`config.mk`:
```
export PLATFORM = sky130hd
export DESIGN_NAME = usb_reg_bridge
export DESIGN_NICKNAME = d
export VERILOG_FILES = /design/src/rtl/usb_reg_bridge.sv
export SDC_FILE = /design/constraint.sdc
export NUM_CORES = 1
export LEC_CHECK = 0
export BUFFER_PORTS_ARGS = -buffer_cell sky130_fd_sc_hd__clkbuf_2
export CORE_UTILIZATION = 30
export DETAILED_ROUTE_END_ITERATION = 8
export PLACE_DENSITY = 0.61
export RECOVER_POWER = 25
export REMOVE_ABC_BUFFERS = 1
export SYNTH_ARGS = -nofsm -noshare
export SYNTH_HDL_FRONTEND = slang
export SYNTH_SLANG_ARGS = --single-unit
```
`constraint.sdc`:
```
create_clock -name clk -period 2.9 [get_ports clk]
set_input_delay 0.435 -clock clk [delete_from_list [all_inputs] [get_ports clk]]
set_output_delay 0.435 -clock clk [all_outputs]
set_load 0.005 [all_outputs]
```
`src/rtl/usb_reg_bridge.sv`:
```
// SAM3U external-bus front end: synchronises RDn/WRn/CEn/ALEn, drives single-cycle register strobes.
// Optional idle-timeout abort enabled by defining USB_REG_BRIDGE_TIMEOUT_EN.
module usb_reg_bridge #(
  parameter int unsigned SYNC_STAGES = 2,
  parameter int unsigned ADDR_W      = 6,
  parameter int unsigned BCNT_W      = 16,
  parameter int unsigned TIMEOUT_CYC = 1023
) (
  input  logic              clk,
  input  logic              reset_i,
  input  logic [7:0]        usb_din,
  output logic [7:0]        usb_dout,
  output logic              usb_doe,
  input  logic [7:0]        usb_addr,
  input  logic              usb_rdn,
  input  logic              usb_wrn,
  input  logic              usb_cen,
  input  logic              usb_alen,
  output logic [ADDR_W-1:0] reg_address,
  output logic [BCNT_W-1:0] reg_bytecnt,
  output logic [7:0]        reg_datao,
  input  logic [7:0]        reg_datai,
  output logic              reg_read,
  output logic              reg_write,
  output logic              reg_addrvalid,
  output logic [ADDR_W-1:0] reg_hypaddress,
  input  logic [15:0]       reg_hyplen,
  output logic [15:0]       reg_size,
  output logic              bus_error
);

  localparam int unsigned SYNC_N = (SYNC_STAGES < 2) ? 2 : SYNC_STAGES;

  typedef enum logic [2:0] {
    S_IDLE, S_ADDR, S_WAIT, S_WRITE, S_RD_STB, S_RD_DATA
  } state_t;

  state_t state_q, state_d;

  // Strobe vector order: {alen, cen, wrn, rdn}; all flops reset to inactive (high).
  logic [SYNC_N-1:0][3:0] sync_q;
  logic [3:0]             prev_q;
  logic [3:0]             s;

  always_ff @(posedge clk or posedge reset_i) begin
    if (reset_i) begin
      sync_q <= '1;
      prev_q <= '1;
    end else begin
      sync_q[0] <= {usb_alen, usb_cen, usb_wrn, usb_rdn};
      for (int unsigned i = 1; i < SYNC_N; i++) sync_q[i] <= sync_q[i-1];
      prev_q <= sync_q[SYNC_N-1];
    end
  end

  assign s = sync_q[SYNC_N-1];

  logic rd_s, cen_s, rd_fall, rd_rise, wr_rise, al_fall;
  assign rd_s    = s[0];
  assign cen_s   = s[2];
  assign rd_fall =  prev_q[0] & ~s[0];
  assign rd_rise = ~prev_q[0] &  s[0];
  assign wr_rise = ~prev_q[1] &  s[1];
  assign al_fall =  prev_q[3] & ~s[3];

  logic timeout;

`ifdef USB_REG_BRIDGE_TIMEOUT_EN
  localparam int unsigned TO_W = $clog2(TIMEOUT_CYC + 1);
  logic [TO_W-1:0] to_q, to_d;
  logic            to_active, any_edge;

  assign to_active = (state_q == S_WAIT) || (state_q == S_RD_STB) || (state_q == S_RD_DATA);
  assign any_edge  = |(prev_q ^ s);
  assign timeout   = to_active && !any_edge && (to_q == TO_W'(TIMEOUT_CYC - 1));

  always_comb begin
    to_d = '0;
    if (to_active && !any_edge) to_d = to_q + TO_W'(1);
  end

  always_ff @(posedge clk or posedge reset_i) begin
    if (reset_i) to_q <= '0;
    else         to_q <= to_d;
  end
`else
  assign timeout = 1'b0;
`endif

  logic addr_ld, cnt_clr, cnt_inc, wdata_ld, rdata_ld, err_set;

  always_comb begin
    state_d  = state_q;
    addr_ld  = 1'b0;
    cnt_clr  = 1'b0;
    cnt_inc  = 1'b0;
    wdata_ld = 1'b0;
    rdata_ld = 1'b0;
    err_set  = 1'b0;
    case (state_q)
      S_IDLE: begin
        if (al_fall && !cen_s) begin
          state_d = S_ADDR;
          addr_ld = 1'b1;
          cnt_clr = 1'b1;
        end
      end
      S_ADDR: state_d = cen_s ? S_IDLE : S_WAIT;
      S_WAIT: begin
        if (cen_s) state_d = S_IDLE;
        else if (al_fall) begin
          state_d = S_ADDR;
          addr_ld = 1'b1;
          cnt_clr = 1'b1;
        end else if (wr_rise) begin
          // RDn low at the same time as a write completes: the write is taken, the read dropped.
          state_d  = S_WRITE;
          wdata_ld = 1'b1;
          err_set  = ~rd_s;
        end else if (rd_fall) state_d = S_RD_STB;
        else if (timeout) begin
          state_d = S_IDLE;
          err_set = 1'b1;
        end
      end
      S_WRITE: begin
        cnt_inc = 1'b1;
        if (cen_s) state_d = S_IDLE;
        else if (al_fall) begin
          state_d = S_ADDR;
          addr_ld = 1'b1;
          cnt_clr = 1'b1;
        end else state_d = S_WAIT;
      end
      S_RD_STB, S_RD_DATA: begin
        if (cen_s) state_d = S_IDLE;
        else if (al_fall) begin
          state_d = S_ADDR;
          addr_ld = 1'b1;
          cnt_clr = 1'b1;
          err_set = 1'b1;
        end else if (rd_rise) begin
          state_d = S_WAIT;
          cnt_inc = 1'b1;
        end else if (timeout) begin
          state_d = S_IDLE;
          err_set = 1'b1;
        end else if (state_q == S_RD_STB) begin
          state_d  = S_RD_DATA;
          rdata_ld = 1'b1;
        end
      end
      default: state_d = S_IDLE;
    endcase
  end

  always_ff @(posedge clk or posedge reset_i) begin
    if (reset_i) state_q <= S_IDLE;
    else         state_q <= state_d;
  end

  logic [ADDR_W-1:0] addr_q;
  logic [BCNT_W-1:0] bcnt_q;
  logic [7:0]        datao_q, dout_q;
  logic [15:0]       size_q;
  logic              err_q;

  always_ff @(posedge clk or posedge reset_i) begin
    if (reset_i) begin
      addr_q  <= '0;
      bcnt_q  <= '0;
      datao_q <= '0;
      dout_q  <= '0;
      size_q  <= '0;
      err_q   <= 1'b0;
    end else begin
      size_q <= reg_hyplen;
      if (addr_ld)  addr_q  <= usb_addr[ADDR_W-1:0];
      if (cnt_clr)      bcnt_q <= '0;
      else if (cnt_inc) bcnt_q <= bcnt_q + BCNT_W'(1);
      if (wdata_ld) datao_q <= usb_din;
      if (rdata_ld) dout_q  <= reg_datai;
      if (err_set)  err_q   <= 1'b1;
    end
  end

  logic unused_addr_bits;
  assign unused_addr_bits = ^usb_addr;

  assign reg_read       = (state_q == S_RD_STB);
  assign reg_write      = (state_q == S_WRITE);
  assign usb_doe        = (state_q == S_RD_DATA);
  assign usb_dout       = usb_doe ? dout_q : '0;
  assign reg_addrvalid  = (state_q == S_WAIT) || (state_q == S_WRITE) ||
                          (state_q == S_RD_STB) || (state_q == S_RD_DATA);
  assign reg_address    = addr_q;
  assign reg_hypaddress = addr_q;
  assign reg_bytecnt    = bcnt_q;
  assign reg_datao      = datao_q;
  assign reg_size       = size_q;
  assign bus_error      = err_q;

endmodule

```
==> results.ini <==
[floorplanning]
die_y_um = 100
initial_core_util_pct = 31.1
core_area_um2 = 9280
die_w_um = 100
rows = 35
ioPinCount = 111
die-area_um2 = 10000

[power_and_ir_drop]
pwr-share-seq_pct = 52.0
fin_total_pwr_mw = 2.06
p_comb_share_pct = 9.1
vdd_drop_max_mv = 0.224
leakage_nw = 1.88
p_int_mw = 1.58
power_frac_clock_pct = 38.8
switchingPower_mw = 0.488
powerDensity_nw_per_um2 = 554
p_sw_share_pct = 23.6

[worst_setup_path]
worstSetupPathType = reg2out
crit_family = simple AND/OR/NAND/NOR gates
critPathMaxFanout = 10
worstPathCellList = inv_1 -> nor2_1 -> and3_1 -> clkbuf_2
start_kind = flip-flop
worstPathRequired_ns = 2.47
critical-path-slowest-cell = dfrtp_1
critPathMaxStageDelay_ns = 0.47
cp-end-kind = output pin
crit_buf_inv = 2
worstPathArrival_ns = 1.75

[placed_design]
dp_hpwl_um = 4350
port_buffers = 108
place.gp.congestion = 0.790
place_area_um2 = 3530

[sta]
setup_viol = 0
tns_ns = 0
fin_crit_sh_pct = 75.3
finClkSkew_ns = 0.0128
timing.hold.ws_ns = 0.173
slew_viol_final = 0
tightest_slew_ns = 1.12
finalCriticalPeriod_ns = 2.18
fmax_mhz = 458
slew_headroom_pct = 25.6
hold_viol_final = 0
rsz0062_at_grt = no

[route]
drt_pre_antenna_iters = 4
wl_per_cell_um = 12.8
wl_um = 6110
drtIter0Drc = 67
drc_errors = 0
vias = 2214
viasPerCell = 4.65
drtAntennaViolNets = 0

[logic_synthesis]
synth-edff-count = 0
synth_common_cells = dfrtp_1, nand2_1, a21oi_1, dfstp_2, and3_1
yosysWarnings = 0
synthCells = 236
yosysUniqueCellTypes = 52
synth_seq_cells = 69
synth_top_area_share_pct = 50.3
synth_ff_type = dfrtp_1
synth_most_common_cell = dfrtp_1
synth_top_cells_by_area = dfrtp_1, dfstp_2, mux2_4
ys_seq_area_share_pct = 60.3
post-synth-top-area-cell = dfrtp_1
avgSynthCellArea_um2 = 12.2
synthArstFlopShare_pct = 100
synth_area_um2 = 2880

[cells_and_area]
areaGrowthSynthToFinish_pct = 29.3
final_area_um2 = 3730
final_util_pct = 40.2
layout-drive-gt1-share_pct = 42.7
fin_nets = 389
diodes = 0

[cts]
tritoncts = built
clk_latency_ns = 0.34
clkTransAtPathRegs_ns = 0.07
post_cts_buffers = 0
hold_buffers = 0
cts_buffers = 9
clk_path_buf_depth = 2
ctsResizeCount = 0
h-tree-depth = 3
cts_root_buffer = clkbuf_8
clock_sinks = 69

[global_routing]
grt_overflow = 0
grt_pass1_wl_um = 9810
grt_pass1_vias = 2090
grt_start_max_net_pins = 43
grt_usage_pct = 12.8
antenna_found_initial = 0

[min_path]
hp-class = in2reg

[run]
drv_cap = 0

[outcome]
status = complete, no violations

## area by class of cell
type	instances	area [um^2]
timing repair buffer	112	583
multi-input combinational	146	1030
inverter	4	15.0
tap	129	161
fill	916	5560
clock buffer	12	155
clock inverter	4	47.5
sequential	69	1740
## layer usage
metal | up-vias | part of all wire (%) | GRT usage (%)
li1 | 1052 | - | -
met1 | 1063 | 44 | 16.1
met2 | 90 | 47 | 20.1
met3 | 9 | 6.8 | 4.18
met4 | 0 | 1.6 | 5.69
met5 | - | 0 | 0
## per-stage QoR
step,std cells,setup slack (ns)
floorplan,219,0.743
global placement,460,0.913
detailed placement,460,0.878
CTS,476,0.668
global route,476,0.492
finish,476,0.715
## cells in the final DEF, fill, tap and decap left out, types with 3 or more instances in the layout
cell / count
or4_1: 7
nor2_1: 4
clkbuf_2: 108
dfstp_2: 8
o21ai_1: 3
nand2_1: 30
inv_1: 4
nand3_1: 4
clkbuf_8: 11
mux2_1: 8
nor2b_1: 4
buf_4: 3
or3_1: 3
dfstp_1: 3
a21oi_1: 11
and3_1: 10
nand2b_1: 3
and2_1: 3
nand4_1: 6
o31ai_1: 6
dfrtp_1: 58
mux2_4: 8
## cells by family (layout without fill, tap and decap cells)
kind of cell / count (synthesis) / in the layout / share of synthesized area [%]
XOR/XNOR: 1 / 1 / 0.304
buffers and inverters: 21 / 132 / 4.08
flip-flops: 69 / 69 / 60.3
multiplexers: 18 / 18 / 7.98
AND/OR/NAND/NOR: 91 / 91 / 18.8
adder cells (fa/ha/maj): 1 / 1 / 0.434
AO/OA/AOI/OAI: 35 / 35 / 8.03
## power by group through the flow
stage	sequential, mW	clock (mW)	combinational (mW)
2_1_floorplan	1.09	0	0.0717
3_3_place_gp	1.09	0	0.192
3_5_place_dp	1.09	0	0.194
4_1_cts	1.08	0.836	0.194
5_1_grt	1.08	0.866	0.214
6_report	1.07	0.802	0.188
## worst reg2reg max path, delay by kind of cell, from the launching register on
family,cells,cell delay (ns)
buffers and inverters,1,0.19
AND/OR/NAND/NOR,2,0.80
multiplexers,1,0.33
flip-flops,1,0.59
## registers in the layout, summed over array words and instances, names as in the netlist
name and count:
dout_q 8, bus_error 1, reg_address 6, prev_q 3
reg_bytecnt 16, s 4, sync_q 4, state_q 3
reg_datao 8, reg_size 16
## worst paths after layout
check                                        from                          to  slack, ns  cells past startpoint
max                        state_q[2]$_DFFE_PP0P_                 usb_dout[7]       0.72                      4
min                                       usb_wrn         sync_q[1]$_DFF_PP1_       0.17                      1
max reg2reg                state_q[0]$_DFFE_PP0P_    reg_datao[1]$_DFFE_PP0P_       0.87                      4
min reg2reg                   sync_q[2]$_DFF_PP1_              s[2]$_DFF_PP1_       0.34                      0
max in group asynchronous                 reset_i         sync_q[2]$_DFF_PP1_       1.71                      3
min in group asynchronous                 reset_i  reg_address[1]$_DFFE_PP0P_       0.34                      2
(Power assumes the default switching activity.)
